File: src/rtl/stream_rr_sel.sv
// Round-robin, burst-locked grant selector driving slv_sel of an N:1 AXIS mux.
// Optional beat statistics (beat_cnt output, stats_clr input) under `STREAM_RR_SEL_STATS_EN.
module stream_rr_sel #(
    parameter int SlaveNum = 3,
    parameter int MaxBurst = 16,
    parameter int IdleMax  = 2,
    localparam int SelW    = $clog2(SlaveNum)
) (
    input  logic                clk,
    input  logic                reset,
    input  logic [SlaveNum-1:0] slv_valid,
    input  logic [SlaveNum-1:0] slv_ready,
    output logic [SelW-1:0]     slv_sel,
    output logic                grant_active,
    output logic [SlaveNum-1:0] grant_onehot
`ifdef STREAM_RR_SEL_STATS_EN
    ,
    input  logic                stats_clr,
    output logic [31:0]         beat_cnt
`endif
);

    localparam int BurstW = $clog2(MaxBurst + 1);
    localparam int IdleW  = $clog2(IdleMax + 1);

    typedef enum logic {
        ST_IDLE  = 1'b0,
        ST_GRANT = 1'b1
    } state_t;

    if (SlaveNum < 2) begin : g_chk_slavenum
        $error("stream_rr_sel: SlaveNum must be >= 2");
    end
    if (MaxBurst < 1) begin : g_chk_maxburst
        $error("stream_rr_sel: MaxBurst must be >= 1");
    end
    if (IdleMax < 1) begin : g_chk_idlemax
        $error("stream_rr_sel: IdleMax must be >= 1");
    end

    // First requester after p, wrapping so that p itself is considered last.
    function automatic logic [SelW-1:0] rr_pick(input logic [SlaveNum-1:0] req,
                                                input logic [SelW-1:0]     p);
        logic [SelW-1:0] res;
        logic            found;
        int              idx;
        res   = p;
        found = 1'b0;
        for (int k = 1; k <= SlaveNum; k++) begin
            idx = (int'(p) + k) % SlaveNum;
            if (!found && req[idx]) begin
                res   = SelW'(idx);
                found = 1'b1;
            end else begin
                found = found;
            end
        end
        return res;
    endfunction

    state_t              r_state;
    state_t              w_state_nxt;
    logic [SelW-1:0]     r_sel, w_sel_nxt;
    logic [SelW-1:0]     r_last, w_last_nxt;
    logic [BurstW-1:0]   r_burst_cnt, w_burst_nxt;
    logic [IdleW-1:0]    r_idle_cnt, w_idle_nxt;
    logic                r_grant_active, w_active_nxt;
    logic [SlaveNum-1:0] r_grant_onehot, w_onehot_nxt;
    logic                w_gnt_valid;
    logic                w_beat;
    logic [SelW-1:0]     w_pick_last;
    logic [SelW-1:0]     w_pick_sel;

    assign w_gnt_valid = slv_valid[r_sel];
    assign w_beat      = w_gnt_valid & slv_ready[r_sel] & r_grant_active;
    assign w_pick_last = rr_pick(slv_valid, r_last);
    assign w_pick_sel  = rr_pick(slv_valid, r_sel);

    // Next-state and next-output decode for the grant FSM.
    always_comb begin
        w_state_nxt = r_state;
        w_sel_nxt   = r_sel;
        w_last_nxt  = r_last;
        w_burst_nxt = r_burst_cnt;
        w_idle_nxt  = r_idle_cnt;
        case (r_state)
            ST_IDLE: begin
                if (|slv_valid) begin
                    w_state_nxt = ST_GRANT;
                    w_sel_nxt   = w_pick_last;
                    w_last_nxt  = w_pick_last;
                    w_burst_nxt = {BurstW{1'b0}};
                    w_idle_nxt  = {IdleW{1'b0}};
                end else begin
                    w_state_nxt = ST_IDLE;
                end
            end
            ST_GRANT: begin
                if (w_beat) begin
                    w_idle_nxt = {IdleW{1'b0}};
                    // Burst end re-arbitrates in the same edge, so there is no bubble.
                    if (r_burst_cnt >= BurstW'(MaxBurst - 1)) begin
                        w_sel_nxt   = w_pick_sel;
                        w_last_nxt  = w_pick_sel;
                        w_burst_nxt = {BurstW{1'b0}};
                    end else begin
                        w_burst_nxt = r_burst_cnt + BurstW'(1);
                    end
                end else if (w_gnt_valid) begin
                    w_idle_nxt = {IdleW{1'b0}};
                end else if (r_idle_cnt >= IdleW'(IdleMax - 1)) begin
                    w_state_nxt = ST_IDLE;
                    w_idle_nxt  = {IdleW{1'b0}};
                end else begin
                    w_idle_nxt = r_idle_cnt + IdleW'(1);
                end
            end
            default: begin
                w_state_nxt = ST_IDLE;
            end
        endcase
        w_active_nxt = (w_state_nxt == ST_GRANT);
        if (w_active_nxt) begin
            w_onehot_nxt = {{(SlaveNum-1){1'b0}}, 1'b1} << w_sel_nxt;
        end else begin
            w_onehot_nxt = {SlaveNum{1'b0}};
        end
    end

    // State, select and counter registers.
    always_ff @(posedge clk or negedge reset) begin
        if (!reset) begin
            r_state        <= ST_IDLE;
            r_sel          <= {SelW{1'b0}};
            r_last         <= SelW'(SlaveNum - 1);
            r_burst_cnt    <= {BurstW{1'b0}};
            r_idle_cnt     <= {IdleW{1'b0}};
            r_grant_active <= 1'b0;
            r_grant_onehot <= {SlaveNum{1'b0}};
        end else begin
            r_state        <= w_state_nxt;
            r_sel          <= w_sel_nxt;
            r_last         <= w_last_nxt;
            r_burst_cnt    <= w_burst_nxt;
            r_idle_cnt     <= w_idle_nxt;
            r_grant_active <= w_active_nxt;
            r_grant_onehot <= w_onehot_nxt;
        end
    end

    assign slv_sel      = r_sel;
    assign grant_active = r_grant_active;
    assign grant_onehot = r_grant_onehot;

`ifdef STREAM_RR_SEL_STATS_EN
    logic [31:0] r_beat_cnt;

    // Free-running beat counter; clear wins over a same-cycle beat.
    always_ff @(posedge clk or negedge reset) begin
        if (!reset) begin
            r_beat_cnt <= 32'd0;
        end else if (stats_clr) begin
            r_beat_cnt <= 32'd0;
        end else if (w_beat) begin
            r_beat_cnt <= r_beat_cnt + 32'd1;
        end else begin
            r_beat_cnt <= r_beat_cnt;
        end
    end

    assign beat_cnt = r_beat_cnt;
`endif

endmodule
File: config.mk
export PLATFORM = sky130hd
export DESIGN_NAME = stream_rr_sel
export DESIGN_NICKNAME = d
export VERILOG_FILES = /design/src/rtl/stream_rr_sel.sv
export SDC_FILE = /design/constraint.sdc
export NUM_CORES = 1
export LEC_CHECK = 0
export CAP_MARGIN = 5
export CORE_ASPECT_RATIO = 1.2
export CORE_MARGIN = 2
export CORE_UTILIZATION = 40
export CTS_BUF_LIST = sky130_fd_sc_hd__clkbuf_16
export DETAILED_ROUTE_END_ITERATION = 6
export GPL_TIMING_DRIVEN = 0
export PLACE_DENSITY = 0.67
export SYNTH_ARGS = -nofsm -noshare
export SYNTH_HDL_FRONTEND = slang
export SYNTH_SLANG_ARGS = --single-unit
export TNS_END_PERCENT = 20
File: constraint.sdc
create_clock -name clk -period 2.75 [get_ports clk]
set_clock_uncertainty 0.15 [all_clocks]
set_input_delay 0.55 -clock clk [delete_from_list [all_inputs] [get_ports clk]]
set_output_delay 0.55 -clock clk [all_outputs]
set_load 0.05 [all_outputs]
* Yosys cells after proc, flatten, opt, wreduce, memory -nomap -nowiden *
Cells that the tools add are included.

word-level totals
  output and inout bits = 6
  bits of input ports = 8
  register bits after elaboration = 15

operators by class
  div/mod/pow operators = 6
  reductions and logical operators = 11
  mux-type cells = 55
  shifts and indexed selects = 1
  $lt $le $gt $ge = 9
  eq/ne operators = 3
  $add $sub $neg = 8
  bitwise logic cells = 3

operators with widths
  kind                                                                                 count
  32-bit by 4-bit less-than comparator with 1-bit output, second input constant        6
  32-bit by 3-bit remainder unit with 32-bit output, second input constant             6
  2-bit two-way mux                                                                    16
  1-bit two-way mux                                                                    22
  1-bit binary-select mux with 2-bit select                                            8
  5-bit two-way mux                                                                    3
  2-bit by 2-bit adder with 3-bit output, second input constant                        4
  2-bit case mux with 2 select lines                                                   3
  5-bit case mux with 2 select lines                                                   1
  2-bit by 1-bit adder with 3-bit output, second input constant                        2
  5-bit by 1-bit adder with 5-bit output, second input constant                        1
  5-bit by 4-bit greater-or-equal comparator with 1-bit output, second input constant  1
  1-bit logical AND                                                                    4
  1-bit zero test                                                                      4
  2-bit by 1-bit inequality test with 1-bit output, second input constant              2
  2-bit by 3-bit less-than comparator with 1-bit output, second input constant         1
  3-bit two-way mux                                                                    1
  3-bit AND reduction                                                                  1
  3-bit OR reduction                                                                   1
  1-bit by 2-bit << shifter with 3-bit output, first input constant                    1
  2-bit by 1-bit adder with 2-bit output, second input constant                        1
  1-bit AND                                                                            2
  2-bit by 1-bit greater-or-equal comparator with 1-bit output, second input constant  1
  2-bit inequality test, second input constant                                         1
  3 further kinds                                                                      3

* Logic depth before layout (Yosys ltp) *
Gate-level depths: netlist of the first run.

  depth in word-level cells = 17
  mapped depth = 9
  mapped depth without buffers = 9

* Worst setup path after synthesis of the first run *
No wires, ideal clock.

  kind = reg-to-reg
  start = register r_sel[0], in the netlist slv_sel[0]
  end = register r_grant_onehot[2], in the netlist grant_onehot[2]
  period minus slack after synthesis = 2.625 ns
  library setup time = 0.136 ns
  arrival time = 2.339 ns
  path slack = 0.125 ns
  cell stages (with the launch flop) = 10
  buffers on the path = 1
  cells stage by stage = dfrtp_1 inv_1 ha_1 buf_2 or2b_1 o32ai_1 or4b_1 nand3_1 nand3_1 nor3b_1

between the ends
  longest elaborated chain between the ends = 17
  elaborated cells on any way between the ends = 39

RTL lines
  element                                                line  RTL
  start: declaration                                     63    logic [SelW-1:0] r_sel, w_sel_nxt;
  start signal: assignment                               134   r_sel <= {SelW{1'b0}};
  start signal: assignment                               142   r_sel <= w_sel_nxt;
  2-bit by 1-bit adder with 3-bit output                 50    idx = (int'(p) + k) % SlaveNum;
  32-bit by 3-bit remainder unit with 32-bit output      50
  1-bit binary-select mux with 2-bit select              51    if (!found && req[idx]) begin
  1-bit two-way mux (not written as such) (2 in series)  51
  1-bit two-way mux                                      51
  1-bit zero test                                        51
  1-bit logical AND                                      51
  1-bit two-way mux                                      51
  [... 2 more ...]                                       --
  2-bit two-way mux                                      51
  2-bit two-way mux                                      102   if (r_burst_cnt >= BurstW'(MaxBurst - 1)) begin
  2-bit two-way mux (*)                                  99    if (w_beat) begin
  2-bit case mux with 2 select lines (*)                 86    case (r_state)
  named net w_sel_nxt[1]                                 63
  1-bit by 2-bit << shifter with 3-bit output (*)        124   w_onehot_nxt = {{(SlaveNum-1){1'b0}}, 1'b1} << w_sel_nxt;
  3-bit two-way mux (*)                                  123   if (w_active_nxt) begin
  named net w_onehot_nxt[2]                              68    logic [SlaveNum-1:0] r_grant_onehot, w_onehot_nxt;
  end signal: assignment                                 139   r_grant_onehot <= {SlaveNum{1'b0}};
  end signal: assignment                                 147   r_grant_onehot <= w_onehot_nxt;
  end: declaration                                       68

Mark *: on every way through the listed nets, which the timed path passes. The rest lies on a longest branch. The select of a mux whose other input is x is not followed.
A chain may end at the register's enable or synchronous reset.

* Worst setup path in the final report of the first run *
  start = register r_burst_cnt[0]
  end = register r_grant_onehot[1], in the netlist grant_onehot[1]

between the ends
  longest elaborated chain between the ends = 6

RTL lines
  element                                                       line  RTL
  start: declaration                                            65    logic [BurstW-1:0] r_burst_cnt, w_burst_nxt;
  start signal: assignment                                      136   r_burst_cnt <= {BurstW{1'b0}};
  start signal: assignment                                      144   r_burst_cnt <= w_burst_nxt;
  5-bit by 4-bit greater-or-equal comparator with 1-bit output  102
  2-bit two-way mux                                             102
  2-bit two-way mux                                             99
  2-bit case mux with 2 select lines                            86
  named net w_sel_nxt[0]                                        63
  1-bit by 2-bit << shifter with 3-bit output                   124
  3-bit two-way mux                                             123
  named net w_onehot_nxt[1]                                     68

The timed path passes the listed nets, and every way through them passes these cells.

==> results by stage, run 1 <==
Clock network:
- The total clock buffers created by CTS is 3.
- The clock transition at the registers of the reported paths is 0.05 ns.
- The tree is rooted in a sky130_fd_sc_hd__clkbuf_16.
- CTS built an H-tree with a depth of 1.
- The clock drives 15 sinks.
- Counting along the longest clock path gives a buffer depth of 2.
- The later pin in the worst-skew pair is clocked with a latency of 0.25 ns.
- TritonCTS built the clock tree.

Synthesis:
- A synthesized cell averages 8.85 um^2.
- The number of synthesized flops with an enable pin is 0.
- The share of flip-flops with an asynchronous set or reset after synthesis is 1.00.
- Of the synthesized area, sequential elements account for 0.296.
- Synthesis inferred 15 register bits.
- The cell count after synthesis came out at about 140.
- By area the synthesized netlist is led by sky130_fd_sc_hd__dfrtp_1 (28%), sky130_fd_sc_hd__ha_1 (8.8%), sky130_fd_sc_hd__mux2i_1 (3.9%), sky130_fd_sc_hd__inv_1 (3.8%), sky130_fd_sc_hd__o21ai_0 (3.5%).
- The number of distinct standard cells referenced by the synthesized netlist is 50.
- The synthesized design spends more area on one cell type than any other, namely sky130_fd_sc_hd__dfrtp_1.
- For this run, the leading register cell type out of synthesis is sky130_fd_sc_hd__dfrtp_1.
- The most common cell in the synthesized netlist is sky130_fd_sc_hd__dfrtp_1.
- The area fraction of the dominant cell type after synthesis is 0.275.
- The area of the mapped netlist is 0.00127 mm^2.
- During synthesis, Yosys emitted a total of 0 warnings.
- The commonest cells after synthesis are sky130_fd_sc_hd__dfrtp_1 (14), sky130_fd_sc_hd__inv_1 (13), sky130_fd_sc_hd__nand2_1 (12).
- When the netlist entered floorplanning its net count stood at 161.

Place:
- Detailed placement ended at an HPWL of around 2100 um.
- Once placement completed, the tool counted placed cells totaling 193.
- The pre-CTS setup slack is -0.0496 ns.
- The total placed instance area is 0.00145 mm^2.
- The final RePlAce weighted congestion is 0.900.
- During placement, the flow inserted port buffers numbering 13.

Routing:
- In the final routing, the length of wire on met1 measures ~1300 um.
- The met2 routed wirelength is 1400 um.
- For this run, design rule violations remaining after detail routing come to 0.
- For this block, the initial DRC count from the detailed router was 22.
- The highest metal layer carrying signal wires in the routed design is met4.
- In the routed layout, each cell is associated on average with a via count of 5.62.
- The routed length on met3 is 91 um.
- Summing over every cut layer, the via total after detailed routing is ~1100.
- The routed wirelength normalized by instance count is 14.2 um.
- The number of nets still failing antenna checks after routing is 0.
- The total detailed-routing wirelength is 2820 um.
- The iteration count of the initial detailed-routing pass is 4.

Global route:
- The global-route wire length before repair is ~4900 um.
- The number of global-route vias before repair is 1139.
- The global-route congestion overflow total is 0.
- The pin count of the biggest net entering global routing is 16.
- The number of antenna violations at the first check in global routing is 0.
- In the global route stage, overall resource usage came out at 0.167.

Critical path:
- Traced cell by cell, the critical path runs through ha_1, and3_1, ha_1, or2_2, nor2_1, nor2_1, a311o_1, nor3b_1.
- The critical path start-end classification is reg2reg.
- The worst-path cell with the longest stage delay is sky130_fd_sc_hd__a311o_1.
- The cell family contributing the most delay on the critical path is simple AND/OR/NAND/NOR gates.
- The delay of the slowest cell on the worst path is 0.43 ns.
- Data on the critical path arrives at its endpoint at approximately 2.5 ns.
- The worst setup path is launched from a flip-flop.
- Data on the critical path is required at its endpoint by about 2.7 ns.
- The highest net fanout along the worst path is 5.
- The worst setup path is captured at a flip-flop.
- The number of buffers and inverters on the critical path is 0.

Pwr:
- The static power due to leakage is 0.664 nW.
- The total power density per cell area is 1030 mW/mm^2.
- IR analysis of the VDD net gives a maximum drop of roughly 0.00061 V.

Die:
- After floorplanning, the core was divided into 22 placement rows.
- The die outline height is 65.8 um.
- The die outline area is 0.00365 mm^2.
- Measured along the x axis, the die boundary spans roughly 56 um.
- The number of top-level design ports is 14.
- The initial utilization of the core area, before any placement, comes to 0.417.
- The core region is about 0.003 mm^2.

STA:
- The setup slack of the critical path after layout is 0.162 ns.
- Setup repair after global routing left no endpoint under its margin.
- The total negative slack for setup checks is 0 ns.
- The part of the cycle the worst path needs is 0.941.
- The number of endpoints failing setup at the final stage is 0.
- The relative slew slack is 0.571.
- Counting I/O delays and the setup requirement, the final critical path takes 2.59 ns.
- The number of max-slew violations in the final report came to 0.
- The transition at the pin with the smallest max-transition slack is 0.642 ns.
- The number of endpoints with negative hold slack in the final report is 0.
- Derived from the worst setup path, the maximum achievable clock frequency is 0.386 GHz.

Finish:
- 0 antenna diodes ended up in the layout.
- The area growth from synthesis to layout is 21.9%.
- The cell area after layout is 0.00155 mm^2.
- For this run, the share of the core covered by cells in the final layout is 0.508.
- The finished layout holds just under 200 standard cells, fillers aside.
- The count of nets after finishing is 181.
- The layout cell share with drive strength beyond 1 is 0.141.

Min path:
- The class of the tightest hold or removal check is reg2reg.

Outcome:
- The flow ran to the end, and the final reports show no timing, DRC or antenna violations.

Run:
- The number of max-cap violations is 0.
-- cells by family (layout without fill, tap and decap cells) --
| logic type | after synthesis | after routing | share of synthesized area |
|---|---|---|---|
| AO/OA/AOI/OAI | 40 | 40 | 0.230 |
| adder cells (fa/ha/maj) | 10 | 10 | 0.0963 |
| buffers and inverters | 22 | 41 | 0.0864 |
| flip-flops | 15 | 15 | 0.296 |
| multiplexers | 5 | 5 | 0.0393 |
| AND/OR/NAND/NOR | 52 | 52 | 0.252 |
-- worst register-to-register path, cell delays in order (launching register included) --
cell                      delay [ns]
sky130_fd_sc_hd__dfrtp_1        0.41
sky130_fd_sc_hd__ha_1           0.24
sky130_fd_sc_hd__and3_1         0.19
sky130_fd_sc_hd__ha_1           0.17
sky130_fd_sc_hd__or2_2          0.29
sky130_fd_sc_hd__nor2_1         0.28
sky130_fd_sc_hd__nor2_1         0.13
sky130_fd_sc_hd__a311o_1        0.43
sky130_fd_sc_hd__nor3b_1        0.17
-- state kept, by name, summed over array words and instances, names as in the netlist --
signal / cells
r_burst_cnt: 5
grant_onehot: 3
r_idle_cnt: 2
r_last: 2
slv_sel: 2
grant_active: 1
-- metrics by stage --
| step | hold slack (ns) | total power, mW |
|---|---|---|
| after floorplan | 0.104 | 1.07 |
| after global placement | 0.330 | 1.26 |
| after detailed placement | 0.345 | 1.29 |
| after CTS | 0.355 | 1.58 |
| after global routing | 0.368 | 1.74 |
| final | 0.348 | 1.60 |
-- what timing repair did --
item,in CTS,in global routing
setup buffers,0,2
endpoints found under the hold margin,0,0
endpoints found under the setup margin,0,3
hold buffers,0,0
resized for setup,0,3
-- power by group --
group / internal (mW) / switching [mW]
clock network: 0.192 / 0.0866
logic: 0.397 / 0.546
registers: 0.308 / 0.0679
total: 0.897 / 0.701
-- path summary, 6_finish.rpt --
kind | slack (ns) | start | depth (start not counted) | endpoint
worst max-delay path | 0.16 | r_burst_cnt[0]$_DFFE_PN0P_ | 8 | grant_onehot[1]$_DFF_PN0_
worst min-delay path | 0.35 | r_idle_cnt[0]$_DFFE_PN0P_ | 1 | r_idle_cnt[0]$_DFFE_PN0P_
worst max register to register | 0.16 | r_burst_cnt[0]$_DFFE_PN0P_ | 8 | grant_onehot[1]$_DFF_PN0_
worst min register to register | 0.35 | r_idle_cnt[0]$_DFFE_PN0P_ | 1 | r_idle_cnt[0]$_DFFE_PN0P_
max in group asynchronous | 1.44 | reset | 1 | slv_sel[1]$_DFF_PN0_
min in group asynchronous | 0.55 | reset | 1 | r_burst_cnt[0]$_DFFE_PN0P_
-- layout by cell type (no fill, tap or decap), types with 2 or more instances in the layout --
cell type,count
sky130_fd_sc_hd__a32o_1,3
sky130_fd_sc_hd__clkbuf_16,3
sky130_fd_sc_hd__nor3b_1,2
sky130_fd_sc_hd__or2b_1,2
sky130_fd_sc_hd__nand2b_1,7
sky130_fd_sc_hd__inv_1,14
sky130_fd_sc_hd__nor2b_1,2
sky130_fd_sc_hd__ha_1,9
sky130_fd_sc_hd__a31oi_1,5
sky130_fd_sc_hd__and4b_1,2
sky130_fd_sc_hd__mux2i_1,5
sky130_fd_sc_hd__o22ai_1,2
sky130_fd_sc_hd__buf_2,4
sky130_fd_sc_hd__nor2_1,5
sky130_fd_sc_hd__buf_6,2
sky130_fd_sc_hd__o21ai_0,9
sky130_fd_sc_hd__and4_1,2
sky130_fd_sc_hd__a221o_1,2
sky130_fd_sc_hd__a21oi_1,3
sky130_fd_sc_hd__nand3_1,5
sky130_fd_sc_hd__clkdlybuf4s50_1,13
sky130_fd_sc_hd__dfrtp_2,2
sky130_fd_sc_hd__nand2_1,12
sky130_fd_sc_hd__o31ai_1,2
sky130_fd_sc_hd__and2_1,3
sky130_fd_sc_hd__buf_4,4
sky130_fd_sc_hd__dfrtp_1,12
-- layout make-up --
| class | instances | area, um^2 |
|---|---|---|
| Buffer | 8 | 57.6 |
| Clock buffer | 3 | 75.1 |
| Clock inverter | 1 | 3.75 |
| Fill cell | 292 | 1500 |
| Inverter | 14 | 52.6 |
| Multi-Input combinational cell | 107 | 795 |
| Sequential cell | 15 | 379 |
| Tap cell | 36 | 45.0 |
| Timing Repair Buffer | 15 | 145 |
-- layer usage --
layer  GRT usage  vias to the layer above
met4      0.0732                        0
met5           0                        -
met2       0.295                       17
li1            -                      568
met3      0.0254                        4
met1       0.201                      530
Power figures use the tool's default switching activity.
==> run 2: changes to the inputs <==
Settings changed: CORE_UTILIZATION 40 to 25, CTS_CLUSTER_SIZE set to 8, PLACE_DENSITY 0.67 to 0.49, SLEW_MARGIN set to 20.
==> run 2 against run 1 <==
Critical path depth did not move. First-iteration DRC count grew to 4.1 times the previous value. Worst hold slack gained 0.010 ns. Via count up 2.9%. Non-clock buffer count grew 1. Critical endpoint unchanged. Flip-flop and latch count unchanged. Count of clock-buffer cells in the layout unchanged. Largest power group unchanged. Fmax increased by 0.64%. Combinational power increased by 1%. Cell count rose by 13%. Sequential share of layout area fell by 0.62 points. Clock power decreased by 2%.
==> results by stage, run 2 (synthesis gave the netlist of run 1 again) <==
Critical path:
- The arrival time at the worst endpoint is approximately 2.6 ns.
- The critical path goes through ha_1, buf_2, or2b_1, o32ai_1, or4b_1, nand3_1, nand3_1, nor3b_1.
- The critical path start-end classification is reg2reg.
- The kind of start point of the critical path is a flip-flop.
- The cell occurring most often along the worst timing path is sky130_fd_sc_hd__nand3_1.
- In this run the register-to-register setup slack is 0.18 ns.
- The highest net fanout along the worst path is 10.
- STA classifies the critical path endpoint as a flip-flop.
- At the worst endpoint, the required time is ~2.8 ns.
- The worst-path cell with the longest stage delay is sky130_fd_sc_hd__or4b_1.
- The startpoint of the most critical register-to-register path is slv_sel[1]$_DFF_PN0_.
- The worst register-to-register path ends at grant_onehot[1]$_DFF_PN0_.
- The number of cells on the worst reg-to-reg path is 8.
- For this run, the slowest stage of the critical path takes 0.56 ns.

STA:
- For the pin with the worst max-slew slack, the measured transition is between 0.6 and 0.7 ns.
- Setup repair after global routing left no endpoint under its margin.
- In the finished design, the share of the clock period the worst path needs comes to 0.935.
- The final hold slack is 0.358 ns.
- The number of endpoints with negative hold slack in the final report is 0.
- Setup violations remaining at the end of the flow were counted as 0.
- The worst path in the final design needs a cycle of 2.57 ns, including I/O delays and setup.
- The relative slew slack is 0.553.
- The highest clock frequency the design can meet is between 0.3 and 0.4 GHz.
- The number of max-slew violations in the final report is 0.

Finish:
- Counting flops per register, the top entry is r_burst_cnt.
- The final core area utilization is 0.321.
- The cell area after layout is 0.00159 mm^2.
- The flip-flop count of the largest register, all copies and words added is 5.
- The area growth from synthesis to layout is 24.7%.
- The count of nets after finishing is 182.
- The number of antenna diodes in the final layout is 0.
- The count of cells in the finished layout, fillers not included, comes to 224.
- In the final layout, the share of cells above drive strength 1 is 0.140.
- The top cell types in the final layout, fill and taps aside, are sky130_fd_sc_hd__inv_1 (14), sky130_fd_sc_hd__dfrtp_1 (13), sky130_fd_sc_hd__clkdlybuf4s50_1 (13), sky130_fd_sc_hd__nand2_1 (12).
- The count of fill cells added during filler insertion is 526.
- Leaving out fill and tap cells, the most frequent cell in the layout is sky130_fd_sc_hd__inv_1.

Routing:
- Summing over every cut layer, the via total after detailed routing is 1152.
- The count of unresolved DRC violations after routing is 0.
- The number of nets still failing antenna checks after routing is 0.
- Using the TritonRoute via totals, the vias-per-cell ratio works out to just over 5.
- The first routing iteration left 91 violations.
- The final layout contains routed wiring with a total length of between 2000 and 3000 um.
- The routed wirelength normalized by instance count is 13.2 um.
- For this run, the detailed router's first-pass iteration total came to 4.

Place:
- The number of placed instances, taps included is 217.
- Input and output buffers added on the ports amount to 13.
- At the end of routability-driven placement, the weighted congestion stood at 0.765.
- The total placed instance area is 0.00148 mm^2.
- The half-perimeter wire length after placement is 2320 um.

Global route:
- The number of antenna violations at the first check in global routing is 0.
- The global-route wire length before repair is 5090 um.
- The pin count of the biggest net entering global routing is 16.
- The number of global-route vias before repair is roughly 1100.
- The global-route total usage across every layer is 0.109.
- After global routing the overflow that remains totals 0.

Clock network:
- The root buffer cell is sky130_fd_sc_hd__clkbuf_16.
- The tree built by TritonCTS fans out to 15 sinks.
- The number of levels the H-tree was split into is 1.
- No sink is reached through more buffers than the 2 on the longest clock path.
- The clock latency reported for the late side of the worst-skew pair is roughly 0.24 ns.
- The clock transition at the registers of the reported paths is approximately 0.040 ns.
- In this run, CTS created clock tree buffers numbering 3.
- TritonCTS built the clock tree.

Die:
- For this configuration, the core starts out at a cell density of 0.258.
- The die covers 0.00568 mm^2.
- The total area inside the core boundary comes to 0.00494 mm^2.
- The floorplan step set the die width to slightly below 70 um.
- The number of top-level design ports is 14.
- In this run the vertical extent of the chip is 82.2 um.
- The floorplan has 28 rows.

Min path:
- Counting instances, the worst hold path has a depth of 2.
- The tightest min-delay check is of the reg2reg type.
- In this run the most critical hold path is launched from r_burst_cnt[4]$_DFFE_PN0P_.
- The path with the worst hold slack has its endpoint at r_burst_cnt[4]$_DFFE_PN0P_.

Pwr:
- The static power due to leakage is 0.667 nW.
- Across the VDD grid, the largest voltage drop is 0.000510 V.
- The design draws approximately 1.6 mW.
- The total power density per cell area is between 1000 and 1500 mW/mm^2.

Run:
- The number of max-cap violations is 0.

Outcome:
- The run finished with clean final reports.
## run 2: metrics by stage
| stage | setup WS [ns] | TNS (ns) |
|---|---|---|
| 2_1_floorplan | 0.125 | 0 |
| 3_3_place_gp | 0.00718 | 0 |
| 3_5_place_dp | -0.0930 | -0.132 |
| 4_1_cts | 0.0639 | 0 |
| 5_1_grt | 0.00541 | 0 |
| 6_report | 0.178 | 0 |
## run 2: timing repair
action / in CTS / in global routing
gates resized for setup: 0 / 2
hold buffers: 0 / 0
buffers inserted: 0 / 3
setup endpoints to repair: 0 / 3
## run 2: worst max-delay path: cells and delay by family, from the launching register on
family | cells | cell delay, ns
AOI/OAI and AO/OA | 1 | 0.10
DFF | 1 | 0.48
adders and majority gates | 1 | 0.32
buffers and inverters | 1 | 0.18
and+or+nand+nor | 5 | 1.24
## run 2: layout make-up
class	count	area, um^2	share of cell area
sequential	15	378	0.238
multi-input combinational	107	793	0.500
timing repair buffer	16	153	0.0961
clock inverter	1	3.75	0.00236
tap	60	75.1	0.0473
clock buffer	3	75.1	0.0473
buffer	8	57.6	0.0362
inverter	14	52.6	0.0331
## run 2: how the worst max path moves through the flow
| stage | from | endpoint | cells after the start |
|---|---|---|---|
| 6_report | slv_sel[1]$_DFF_PN0_ | grant_onehot[1]$_DFF_PN0_ | 8 |
| 5_1_grt | r_last[0]$_DFFE_PN0P_ | grant_onehot[1]$_DFF_PN0_ | 9 |
| 4_1_cts | slv_sel[0]$_DFF_PN0_ | grant_onehot[1]$_DFF_PN0_ | 9 |
| 3_5_place_dp | slv_valid[1] | grant_onehot[1]$_DFF_PN0_ | 8 |
| 3_3_place_gp | slv_valid[2] | grant_onehot[1]$_DFF_PN0_ | 8 |
| 2_1_floorplan | slv_sel[0]$_DFF_PN0_ | grant_onehot[2]$_DFF_PN0_ | 9 |
## run 2: layer usage
layer  global-route usage  part of all wire  vias up  wire, um
li1                     -                 -      574         -
met1                0.143              0.48      557      1410
met2                0.187              0.48       17      1430
met3              0.00971             0.024        4        71
met4               0.0412             0.013        0        39
met5                    0                 0        -         0
## run 2: power breakdown
| part | total (mW) | switching, mW | internal [mW] |
|---|---|---|---|
| sequential | 0.376 | 0.0693 | 0.307 |
| clock | 0.273 | 0.0808 | 0.192 |
| combinational | 0.955 | 0.553 | 0.402 |
| total | 1.60 | 0.703 | 0.900 |
